### src/rtl/seg7_disp_arbiter_pkg.sv
// Shared types and constants for the seven-segment display arbiter.
package seg7_pkg;

  // Source indices, lower index means higher priority
  localparam int unsigned SRC_ERR  = 0;
  localparam int unsigned SRC_CNT  = 1;
  localparam int unsigned SRC_MENU = 2;

  // Display modes
  localparam logic MODE_OP  = 1'b0;
  localparam logic MODE_NUM = 1'b1;

  // Op-code symbols understood by the display driver
  localparam logic [2:0] OP_T = 3'd0;
  localparam logic [2:0] OP_A = 3'd1;
  localparam logic [2:0] OP_B = 3'd2;
  localparam logic [2:0] OP_C = 3'd3;

  typedef enum logic [1:0] {IDLE, SHOW, LINGER} state_e;

  // Isolate the lowest set bit: the highest-priority active request.
  function automatic logic [2:0] prio_pick(input logic [2:0] req);
    return req & ~(req - 3'd1);
  endfunction

  // Source index of a one-hot owner vector (0 when empty).
  function automatic logic [1:0] onehot_idx(input logic [2:0] oh);
    if (oh[2]) return 2'(SRC_MENU);
    if (oh[1]) return 2'(SRC_CNT);
    return 2'(SRC_ERR);
  endfunction

endpackage

### src/rtl/seg7_disp_arbiter_if.sv
// Request/payload inputs and display-driver outputs of the arbiter.
interface seg7_disp_arbiter_if;
  logic [2:0]  i_req;
  logic [2:0]  i_mode;
  logic [8:0]  i_op_code;
  logic [11:0] i_digit;
  logic [2:0]  i_blink;
  logic [2:0]  o_grant;
  logic        o_en;
  logic        o_disp_mode;
  logic [2:0]  o_op_code;
  logic [3:0]  o_digit_val;
  logic        o_busy;

  modport master (
    output i_req, i_mode, i_op_code, i_digit, i_blink,
    input  o_grant, o_en, o_disp_mode, o_op_code, o_digit_val, o_busy
  );

  modport slave (
    input  i_req, i_mode, i_op_code, i_digit, i_blink,
    output o_grant, o_en, o_disp_mode, o_op_code, o_digit_val, o_busy
  );
endinterface

### src/rtl/seg7_blink_gen.sv
// Blink phase generator: phase toggles every BLINK_HALF enabled cycles.
module seg7_blink_gen #(
  parameter int unsigned BLINK_HALF = 25_000_000
) (
  input  logic clk,
  input  logic rst_n,
  input  logic i_restart,
  input  logic i_en,
  output logic o_phase  // value the phase register takes at the coming edge
);

  localparam int unsigned CntW = (BLINK_HALF > 1) ? $clog2(BLINK_HALF) : 1;

  logic [CntW-1:0] cnt_q, cnt_d;
  logic            phase_q, phase_d;

  // Restart forces the "on" phase; otherwise count out each half period
  always_comb begin
    cnt_d   = cnt_q;
    phase_d = phase_q;
    if (i_restart) begin
      cnt_d   = '0;
      phase_d = 1'b1;
    end else if (i_en) begin
      if (cnt_q == CntW'(BLINK_HALF - 1)) begin
        cnt_d   = '0;
        phase_d = ~phase_q;
      end else begin
        cnt_d = cnt_q + CntW'(1);
      end
    end
  end

  assign o_phase = phase_d;

  // Counter and phase state
  always_ff @(posedge clk or negedge rst_n) begin
    if (!rst_n) begin
      cnt_q   <= '0;
      phase_q <= 1'b0;
    end else begin
      cnt_q   <= cnt_d;
      phase_q <= phase_d;
    end
  end

endmodule

### src/rtl/seg7_disp_arbiter.sv
// Fixed-priority arbiter sharing one seven-segment driver among three sources,
// with minimum hold time, optional blinking and registered outputs.
import seg7_pkg::*;

module seg7_disp_arbiter #(
  parameter int unsigned HOLD_CYCLES = 50_000_000,
  parameter int unsigned BLINK_HALF  = 25_000_000
) (
  input  logic                clk,
  input  logic                rst_n,
  seg7_disp_arbiter_if.slave  bus
);

  localparam int unsigned HoldW = (HOLD_CYCLES > 1) ? $clog2(HOLD_CYCLES) : 1;
  localparam logic [HoldW-1:0] HoldLoad = HoldW'(HOLD_CYCLES - 1);

  state_e           state_q, state_d;
  logic [2:0]       owner_q, owner_d;
  logic [HoldW-1:0] hold_q, hold_d, hold_dec;
  logic [2:0]       grant_q, grant_d;
  logic             en_q, en_d;
  logic             mode_q, mode_d;
  logic [2:0]       op_q, op_d;
  logic [3:0]       digit_q, digit_d;
  logic             blink_q, blink_d;
  logic [2:0]       win;
  logic             any_req, owner_req, higher, take, phase_nxt;
  logic [1:0]       nidx;

  // Arbitration FSM: decides owner, state and hold counter for the next cycle
  always_comb begin
    win       = prio_pick(bus.i_req);
    any_req   = |bus.i_req;
    owner_req = |(bus.i_req & owner_q);
    higher    = |(bus.i_req & (owner_q - 3'd1));  // bits below the owner's are stronger
    hold_dec  = (hold_q == '0) ? '0 : hold_q - HoldW'(1);
    state_d   = state_q;
    owner_d   = owner_q;
    hold_d    = hold_q;
    take      = 1'b0;
    unique case (state_q)
      IDLE: take = any_req;
      SHOW: begin
        if (higher) begin
          take = 1'b1;
        end else if (owner_req) begin
          hold_d = hold_dec;
        end else if (hold_q != '0) begin
          state_d = LINGER;
          hold_d  = hold_dec;
        end else if (any_req) begin
          take = 1'b1;
        end else begin
          state_d = IDLE;
          owner_d = '0;
        end
      end
      LINGER: begin
        if (higher) begin
          take = 1'b1;
        end else if (owner_req) begin
          state_d = SHOW;  // returning owner keeps its remaining hold time
          hold_d  = hold_dec;
        end else if (hold_q != '0) begin
          hold_d = hold_dec;
        end else if (any_req) begin
          take = 1'b1;
        end else begin
          state_d = IDLE;
          owner_d = '0;
        end
      end
      default: begin
        state_d = IDLE;
        owner_d = '0;
        hold_d  = '0;
      end
    endcase
    if (take) begin
      state_d = SHOW;
      owner_d = win;
      hold_d  = HoldLoad;
    end
  end

  seg7_blink_gen #(
    .BLINK_HALF (BLINK_HALF)
  ) u_blink (
    .clk       (clk),
    .rst_n     (rst_n),
    .i_restart (take),
    .i_en      (state_d != IDLE),
    .o_phase   (phase_nxt)
  );

  // Output payload: track the owner in SHOW, freeze in LINGER, blank in IDLE
  always_comb begin
    nidx    = onehot_idx(owner_d);
    grant_d = '0;
    mode_d  = mode_q;
    op_d    = op_q;
    digit_d = digit_q;
    blink_d = blink_q;
    unique case (state_d)
      SHOW: begin
        grant_d = owner_d;
        case (nidx)
          2'd1: begin
            mode_d  = bus.i_mode[1];
            op_d    = bus.i_op_code[5:3];
            digit_d = bus.i_digit[7:4];
            blink_d = bus.i_blink[1];
          end
          2'd2: begin
            mode_d  = bus.i_mode[2];
            op_d    = bus.i_op_code[8:6];
            digit_d = bus.i_digit[11:8];
            blink_d = bus.i_blink[2];
          end
          default: begin
            mode_d  = bus.i_mode[0];
            op_d    = bus.i_op_code[2:0];
            digit_d = bus.i_digit[3:0];
            blink_d = bus.i_blink[0];
          end
        endcase
      end
      LINGER: ;
      default: begin
        mode_d  = 1'b0;
        op_d    = '0;
        digit_d = '0;
        blink_d = 1'b0;
      end
    endcase
    en_d = (state_d != IDLE) && (!blink_d || phase_nxt);
  end

  // State and output registers
  always_ff @(posedge clk or negedge rst_n) begin
    if (!rst_n) begin
      state_q <= IDLE;
      owner_q <= '0;
      hold_q  <= '0;
      grant_q <= '0;
      en_q    <= 1'b0;
      mode_q  <= 1'b0;
      op_q    <= '0;
      digit_q <= '0;
      blink_q <= 1'b0;
    end else begin
      state_q <= state_d;
      owner_q <= owner_d;
      hold_q  <= hold_d;
      grant_q <= grant_d;
      en_q    <= en_d;
      mode_q  <= mode_d;
      op_q    <= op_d;
      digit_q <= digit_d;
      blink_q <= blink_d;
    end
  end

  assign bus.o_grant     = grant_q;
  assign bus.o_en        = en_q;
  assign bus.o_disp_mode = mode_q;
  assign bus.o_op_code   = op_q;
  assign bus.o_digit_val = digit_q;
  assign bus.o_busy      = (state_q != IDLE);

endmodule

### src/flat_wrapper.sv
// flat-port wrapper written by rule: the top's interface ports become plain ports
module seg7_disp_arbiter_flat 
#(
  parameter int unsigned HOLD_CYCLES = 50_000_000,
  parameter int unsigned BLINK_HALF  = 25_000_000
)
  (clk, rst_n, bus_i_req, bus_i_mode, bus_i_op_code, bus_i_digit, bus_i_blink, bus_o_grant, bus_o_en, bus_o_disp_mode, bus_o_op_code, bus_o_digit_val, bus_o_busy);
  seg7_disp_arbiter_if bus_i ();
  input  logic clk;
  input  logic rst_n;
  input wire logic [$bits(bus_i.i_req)-1:0] bus_i_req;
  input wire logic [$bits(bus_i.i_mode)-1:0] bus_i_mode;
  input wire logic [$bits(bus_i.i_op_code)-1:0] bus_i_op_code;
  input wire logic [$bits(bus_i.i_digit)-1:0] bus_i_digit;
  input wire logic [$bits(bus_i.i_blink)-1:0] bus_i_blink;
  output wire logic [$bits(bus_i.o_grant)-1:0] bus_o_grant;
  output wire logic [$bits(bus_i.o_en)-1:0] bus_o_en;
  output wire logic [$bits(bus_i.o_disp_mode)-1:0] bus_o_disp_mode;
  output wire logic [$bits(bus_i.o_op_code)-1:0] bus_o_op_code;
  output wire logic [$bits(bus_i.o_digit_val)-1:0] bus_o_digit_val;
  output wire logic [$bits(bus_i.o_busy)-1:0] bus_o_busy;
  assign bus_i.i_req = bus_i_req;
  assign bus_i.i_mode = bus_i_mode;
  assign bus_i.i_op_code = bus_i_op_code;
  assign bus_i.i_digit = bus_i_digit;
  assign bus_i.i_blink = bus_i_blink;
  assign bus_o_grant = bus_i.o_grant;
  assign bus_o_en = bus_i.o_en;
  assign bus_o_disp_mode = bus_i.o_disp_mode;
  assign bus_o_op_code = bus_i.o_op_code;
  assign bus_o_digit_val = bus_i.o_digit_val;
  assign bus_o_busy = bus_i.o_busy;
  seg7_disp_arbiter #(.HOLD_CYCLES(HOLD_CYCLES), .BLINK_HALF(BLINK_HALF)) u_core (.clk(clk), .rst_n(rst_n), .bus(bus_i));
endmodule
### config.mk
export PLATFORM = sky130hd
export DESIGN_NAME = seg7_disp_arbiter_flat
export DESIGN_NICKNAME = d
export VERILOG_FILES = /design/src/rtl/seg7_disp_arbiter_pkg.sv /design/src/rtl/seg7_disp_arbiter_if.sv /design/src/rtl/seg7_blink_gen.sv /design/src/rtl/seg7_disp_arbiter.sv /design/src/flat_wrapper.sv
export SDC_FILE = /design/constraint.sdc
export NUM_CORES = 1
export LEC_CHECK = 0
export ABC_AREA = 1
export CORE_ASPECT_RATIO = 1.2
export CORE_UTILIZATION = 61
export DETAILED_ROUTE_END_ITERATION = 16
export PLACE_DENSITY = 0.85
export SLEW_MARGIN = 20
export SYNTH_ARGS = -nofsm -noshare
export SYNTH_HDL_FRONTEND = slang
export SYNTH_SLANG_ARGS = --single-unit
### constraint.sdc
create_clock -name clk -period 6.5 [get_ports clk]
set_clock_uncertainty 0.2 [all_clocks]
set_input_delay 0.65 -clock clk [delete_from_list [all_inputs] [get_ports clk]]
set_output_delay 0.65 -clock clk [all_outputs]
set_load 0.01 [all_outputs]
==> impl_metrics.json, run 1 <==
{
  "syn_inst": 527,
  "synth.area.top_cells": "dfrtp_1 41%, nand2_1 8.3%, inv_1 6.4%",
  "vias": 3798,
  "dr.first_iter.drc_count": 305,
  "cts_resized": 0,
  "chipWidth_um": 78.02,
  "cellLeakagePower_nw": 2.213,
  "ys_warn_count": 0,
  "placed_cells_incl_taps": 649,
  "hpwlAfterDp_mm": 6.887,
  "wl_per_cell_um": 14.19,
  "rsz0062_at_grt": "false",
  "vdd_ir_drop_max_uv": 318.0,
  "synth-seq-cells": 70,
  "cts_buffer_depth": 2,
  "yosysSeqAreaShare_pct": 41.41,
  "grt_first_pass_wirelength_mm": 16.26,
  "io_pins": 45,
  "drive_gt1_share_pct": 10.36,
  "antenna_found_initial": 0,
  "dieArea_um2": 7273,
  "fmax_ghz": 0.2772,
  "routabilityCongestion": 0.9538,
  "place.port_buffers": 44,
  "rows": 32,
  "setup_viol": 0,
  "fillers": 506,
  "die_y_um": 93.23,
  "synth.avg_cell_area_um2": 8.027,
  "hold_buffers": 0,
  "wirelength_mm": 9.420,
  "final_cells": 664,
  "synth_top_area_share_pct": 41.41,
  "cts_htree_levels": 3,
  "tritoncts": "done",
  "coreArea_um2": 6566,
  "clk_pin_slew_ns": 0.07,
  "drt_pass1_iterations": 4,
  "worst_slew_pin_slew_ns": 0.8541,
  "fin_util_pct": 74.45,
  "layout.nets": 617,
  "grt_pass1_vias": 3716,
  "cts.sinks": 70,
  "required_ns": 6.54,
  "syn2layout_area_growth_pct": 15.56,
  "drtAntennaViolNets": 0,
  "min-delay-path-class": "input port to async pin",
  "netlist_area_um2": 4230,
  "fin_total_pwr_w": 0.001936,
  "startpoint_type": "flop",
  "syn_nets": 569,
  "yosysTopAreaCell": "dfrtp_1",
  "initial_core_util_pct": 64.42,
  "cts-buffers-inserted": 9,
  "slew_violations": 0,
  "cellPowerDensity_nw_per_um2": 396.1,
  "post_cts_buffers": 0,
  "cp_max_fo": 10,
  "synth.distinct_cells": 50,
  "n_antenna_cell": 0,
  "grt-ovfl-total": 0,
  "clkLatencyLatePin_ns": 0.34,
  "via_per_inst": 5.720,
  "slew_headroom_pct": 43.06,
  "layout_min_cycle_time_ns": 3.608,
  "final_cell_area_um2": 4888,
  "min_period_over_period_pct": 55.51,
  "layout.cells.most_common_list": "94 x nand2_1, 72 x inv_1, 70 x dfrtp_1, 54 x nor2_1, 43 x clkdlybuf4s50_1",
  "placed_area_um2": 4733,
  "hold_violations": 0,
  "grt_use_total_pct": 28.37,
  "cp-end-kind": "flop",
  "drc": 0,
  "critPathKind": "flop to flop",
  "final_common_cell": "nand2_1",
  "grt_max_degree": 71,
  "cp.arrival_ns": 3.64,
  "setup_tns_ns": 0,
  "drv_cap": 0,
  "outcome": "completed",
  "clk_root_buffer_cell": "clkbuf_8"
}
## cell type report
class / count / area (um2) / area share (%)
clock buffer: 10 / 127.6 / 2.611
clock inverter: 5 / 27.53 / 0.5631
inverter: 77 / 291.5 / 5.964
multi-input combinational: 372 / 2141 / 43.79
sequential: 70 / 1752 / 35.83
tap: 85 / 106.4 / 2.176
timing repair buffer: 45 / 442.9 / 9.061
## critical path, cell delays in order, from the launching register on
cell and delay, ns:
dfrtp_1 0.36, inv_1 0.13, ha_1 0.23, nand2_2 0.12, nor2_4 0.22, nand3_2 0.16
o21ai_0 0.21, nand2_1 0.07, a221oi_1 0.26, o22ai_1 0.12, nand3_1 0.13, inv_1 0.08
ha_1 0.31, nor2_1 0.45, o21ai_0 0.17, o31ai_1 0.28
## synthesized netlist by cell type, drive strengths merged
| cell | count |
|---|---|
| nand2 | 105 |
| inv | 76 |
| dfrtp | 70 |
| nor2 | 66 |
| nand3 | 47 |
| nor3 | 22 |
| o21ai | 18 |
| a21oi | 15 |
| xor2 | 13 |
| nand4 | 11 |
| ha | 10 |
| nor4 | 8 |
| a22o | 7 |
| buf | 6 |
| o221ai | 6 |
| o22ai | 6 |
| xnor2 | 6 |
| o211ai | 5 |
| a22oi | 3 |
| a31oi | 3 |
| or2 | 3 |
| a211oi | 2 |
| a221oi | 2 |
| a31o | 2 |
| clkbuf | 2 |
| nor3b | 2 |
| o311ai | 2 |
| o31ai | 2 |
| a211o | 1 |
| a21boi | 1 |
| and2 | 1 |
| and3 | 1 |
| clkinv | 1 |
| o32ai | 1 |
| or4 | 1 |
## worst paths after layout
| kind | startpoint | endpoint | slack [ns] | cells past startpoint |
|---|---|---|---|---|
| max in group asynchronous | rst_n | u_core.u_blink.cnt_q[24]$_DFFE_PN0P_ | 5.24 | 2 |
| setup / recovery | u_core.hold_q[0]$_DFFE_PN0P_ | u_core.bus.o_op_code[2]$_DFFE_PN0P_ | 2.89 | 15 |
| hold / removal | rst_n | u_core.hold_q[7]$_DFFE_PN0P_ | 0.30 | 2 |
| hold reg to reg | u_core.bus.o_digit_val[3]$_DFFE_PN0P_ | u_core.bus.o_digit_val[3]$_DFFE_PN0P_ | 0.32 | 1 |
| min in group clk | u_core.bus.o_digit_val[3]$_DFFE_PN0P_ | u_core.bus.o_digit_val[3]$_DFFE_PN0P_ | 0.32 | 1 |
| setup reg to reg | u_core.hold_q[0]$_DFFE_PN0P_ | u_core.bus.o_op_code[2]$_DFFE_PN0P_ | 2.89 | 15 |
## where the power goes
part | internal, W | total, W | switching (W)
Clock | 0.000134 | 0.000287 | 0.000154
Combinational | 0.000356 | 0.00104 | 0.000685
Sequential | 0.000534 | 0.000608 | 0.0000745
Total | 0.00102 | 0.00194 | 0.000913
## flip-flops by register name, indices dropped and copies added (netlist names)
signal,flops
u_core.hold_q,26
u_core.u_blink.cnt_q,25
u_core.bus.o_digit_val,4
u_core.bus.o_grant,3
u_core.bus.o_op_code,3
u_core.owner_q,3
u_core.state_q,2
u_core.blink_q,1
u_core.bus.o_disp_mode,1
u_core.bus.o_en,1
u_core.u_blink.phase_q,1
## layer usage
metal / track usage (%) / part of all wire, % / vias to the layer above
met4: 13.58 / 2.5 / 0
met3: 3.707 / 3.3 / 21
met1: 34.43 / 43 / 1818
met2: 49.85 / 52 / 94
li1: - / - / 1865
met5: 0 / 0 / -
## cells by family (layout without fill, tap and decap cells)
family	Yosys count	count (layout)	synth area share, %
and+or+nand+nor	267	267	31.83
AOI/OAI and AO/OA	76	76	11.89
xor gates and xnor gates	19	19	3.934
buffers and inverters	85	137	7.986
DFF	70	70	41.41
adders and majority gates	10	10	2.958
## per-stage QoR
stage	hold WS, ns	setup WS [ns]
2_1_floorplan	0.1544	3.411
3_3_place_gp	0.2878	2.746
3_5_place_dp	0.3013	2.572
4_1_cts	0.3253	2.866
5_1_grt	0.3327	2.602
6_report	0.2970	2.892
(Power assumes the default switching activity.)
==> inputs of run 2 (changes only) <==
--- a/config.mk
+++ b/config.mk
@@ -7,9 +7,9 @@
 export LEC_CHECK = 0
 export ABC_AREA = 1
 export CORE_ASPECT_RATIO = 1.2
-export CORE_UTILIZATION = 61
+export CORE_UTILIZATION = 52
 export DETAILED_ROUTE_END_ITERATION = 16
-export PLACE_DENSITY = 0.85
+export PLACE_DENSITY = 0.77
 export SLEW_MARGIN = 20
 export SYNTH_ARGS = -nofsm -noshare
 export SYNTH_HDL_FRONTEND = slang
==> constraint.sdc (replaced) <==
create_clock -name clk -period 2.9 [get_ports clk]
set_clock_uncertainty 0.2 [all_clocks]
set_input_delay 0.29 -clock clk [delete_from_list [all_inputs] [get_ports clk]]
set_output_delay 0.29 -clock clk [all_outputs]
set_load 0.01 [all_outputs]
==> run 2 against run 1 <==
  * The flow now finishes with violations (setup timing)
  * Final cell count is 11% higher
  * Critical path depth increased by 2
  * Sequential share of layout area fell by 4.4 points
  * Register-to-register slack worse by 2.9 ns
  * Sequential power rose by 120%
  * Sequential cell count is the same
  * Largest power group unchanged
  * Global-route usage decreased by 1.1 points
  * Maximum frequency up 24%
==> impl_metrics.json, run 2 (synthesis results as in run 1) <==
{
  "crit_top_cell": "nand2_1",
  "slew_violations": 0,
  "setup_tns_ns": -0.005562,
  "place.port_buffers": 44,
  "regMostFlops": "u_core.hold_q",
  "rr_startpoint": "u_core.hold_q[10]$_DFFE_PN0P_",
  "coreArea_um2": 7795,
  "hold_violations": 0,
  "r2r_slack_ns": -0.006,
  "cp_max_fo": 4,
  "cellLeakagePower_nw": 2.559,
  "critPathSlowestCell": "dfrtp_1",
  "drive_gt1_share_pct": 23.17,
  "cp.arrival_ns": 2.95,
  "vdd_ir_drop_max_uv": 573.5,
  "setup_viol": 1,
  "min-delay-path-class": "flop to flop",
  "die_y_um": 100.8,
  "vias": 4148,
  "violations": "setup timing",
  "chipWidth_um": 84.34,
  "drtAntennaViolNets": 0,
  "layout_min_cycle_time_ns": 2.906,
  "critPathKind": "flop to flop",
  "cp-end-kind": "flop",
  "clk_pin_slew_ns": 0.07,
  "wl_per_cell_um": 15.01,
  "cts-buffers-inserted": 9,
  "cts_buffer_depth": 2,
  "drv_cap": 0,
  "timing.rr.end": "u_core.bus.o_en$_DFF_PN0_",
  "layout.cells.most_common_list": "91 x nand2_1, 68 x inv_1, 68 x dfrtp_1, 59 x buf_4, 49 x nor2_1",
  "antenna_found_initial": 0,
  "final_common_cell": "nand2_1",
  "dp_slack_ns": -0.1574,
  "routabilityCongestion": 0.9306,
  "io_pins": 45,
  "cts_htree_levels": 3,
  "cts.sinks": 70,
  "via_per_inst": 5.644,
  "final_cells": 735,
  "startpoint_type": "flop",
  "hold_depth": 1,
  "cpPeakStageDelay_ns": 0.42,
  "worst_slew_pin_slew_ns": 0.7874,
  "crit_chain": "nor2_2 -> nand3_1 -> nor2_2 -> nand3_4 -> o21ai_1 -> nand2_1 -> a221oi_2 -> o22ai_4 -> nand3_2 -> ha_4 -> inv_1 -> nand2_1 -> xnor2_1 -> nor2_1 -> nand3_1 -> nand2_1 -> inv_1",
  "grt_first_pass_wirelength_mm": 18.46,
  "r2r_cells": 17,
  "wirelength_mm": 11.03,
  "rows": 35,
  "grt_pass1_vias": 4262,
  "drc": 0,
  "n_antenna_cell": 0,
  "initial_core_util_pct": 54.27,
  "cellPowerDensity_nw_per_um2": 947.4,
  "clk_root_buffer_cell": "clkbuf_8",
  "slew_headroom_pct": 47.50,
  "required_ns": 2.94,
  "layout.nets": 682,
  "worst_slack_ns": -0.005562,
  "grt_use_total_pct": 27.24,
  "hpwlAfterDp_mm": 7.984,
  "min_period_over_period_pct": 100.2,
  "fmax_ghz": 0.3442,
  "grt_max_degree": 38,
  "rsz0062_at_grt": "true",
  "tritoncts": "done",
  "clkLatencyLatePin_ns": 0.35,
  "min_to": "u_core.bus.o_digit_val[2]$_DFFE_PN0P_",
  "dieArea_um2": 8501,
  "min_from": "u_core.bus.o_digit_val[2]$_DFFE_PN0P_",
  "largest_register_ffs": 26,
  "grt-ovfl-total": 0,
  "dr.first_iter.drc_count": 209,
  "syn2layout_area_growth_pct": 32.00,
  "placed_cells_incl_taps": 704,
  "drt_pass1_iterations": 7,
  "outcome": "finished with violations"
}
[run 2: worst max path at each step]
stage	start	end	cells after the start
final	u_core.hold_q[10]$_DFFE_PN0P_	u_core.bus.o_en$_DFF_PN0_	17
after global routing	u_core.hold_q[10]$_DFFE_PN0P_	u_core.u_blink.cnt_q[14]$_DFFE_PN0P_	16
after floorplan	u_core.hold_q[0]$_DFFE_PN0P_	u_core.bus.o_op_code[2]$_DFFE_PN0P_	16
after detailed placement	bus_i_req[0]	u_core.bus.o_digit_val[1]$_DFFE_PN0P_	14
after global placement	bus_i_req[0]	u_core.u_blink.cnt_q[14]$_DFFE_PN0P_	17
after CTS	u_core.hold_q[1]$_DFFE_PN0P_	u_core.u_blink.cnt_q[11]$_DFFE_PN0P_	16
[run 2: layer usage]
metal / part of all wire, % / GRT usage (%) / routed length (um)
met5: 0 / 0 / 0
met4: 3.5 / 13.56 / 387
met3: 4.7 / 4.750 / 517
met2: 52 / 49.37 / 5693
met1: 40 / 31.14 / 4436
[run 2: power breakdown]
group	internal [W]	total [W]	leakage [nW]	switching, W
combinational	0.00141	0.00326	1.61	0.00185
clock	0.000322	0.000670	0.0821	0.000348
sequential	0.00120	0.00136	0.870	0.000160
[run 2: cell type report]
type / instances / area, um2
multi-input cells: 373 / 2303
flip-flops and latches: 70 / 1754
repair buffers: 109 / 962.2
clock inverters: 2 / 10.01
fillers: 579 / 2211
clock buffers: 12 / 145.1
inverters: 77 / 294.0
well taps: 92 / 115.1
[run 2: what timing repair did]
| item | CTS | global route |
|---|---|---|
| hold buffers | 1 | 0 |
| gates resized for setup | 3 | 39 |
| buffers inserted | 0 | 15 |
| pin swaps | 1 | 22 |
| gates cloned | 0 | 1 |
| setup endpoints to repair | 9 | 34 |
| hold endpoints to repair | 33 | 0 |
[run 2: through the flow]
| stage | hold WS (ns) | util (%) | area [um2] | power [W] |
|---|---|---|---|---|
| after floorplan | -0.2056 | - | 4242 | 0.003112 |
| after global placement | 0.1973 | 65.91 | 5137 | 0.004220 |
| after detailed placement | 0.2128 | 65.91 | 5137 | 0.004323 |
| after CTS | 0.3196 | 68.06 | 5305 | 0.005018 |
| after global routing | 0.3356 | 71.64 | 5584 | 0.005672 |
| final | 0.3197 | 71.64 | 5584 | 0.005290 |
[run 2: worst max-delay path: cells and delay by family, from the launching register on]
kind | cells | cell delay [ns]
fa+ha+maj | 1 | 0.17
compound gates | 3 | 0.59
simple gates | 10 | 1.25
xor+xnor | 1 | 0.06
buf+inv | 2 | 0.10
flops | 1 | 0.42
==> inputs of run 3 (changes only) <==
--- a/config.mk
+++ b/config.mk
@@ -6,8 +6,10 @@
 export NUM_CORES = 1
 export LEC_CHECK = 0
 export ABC_AREA = 1
+export ABC_CLOCK_PERIOD_IN_PS = 2900
 export CORE_ASPECT_RATIO = 1.2
 export CORE_UTILIZATION = 52
+export CTS_CLUSTER_SIZE = 30
 export DETAILED_ROUTE_END_ITERATION = 16
 export PLACE_DENSITY = 0.77
 export SLEW_MARGIN = 20
==> results of run 3 <==
The final DEF is identical to that of run 2; final timing and power are the same.
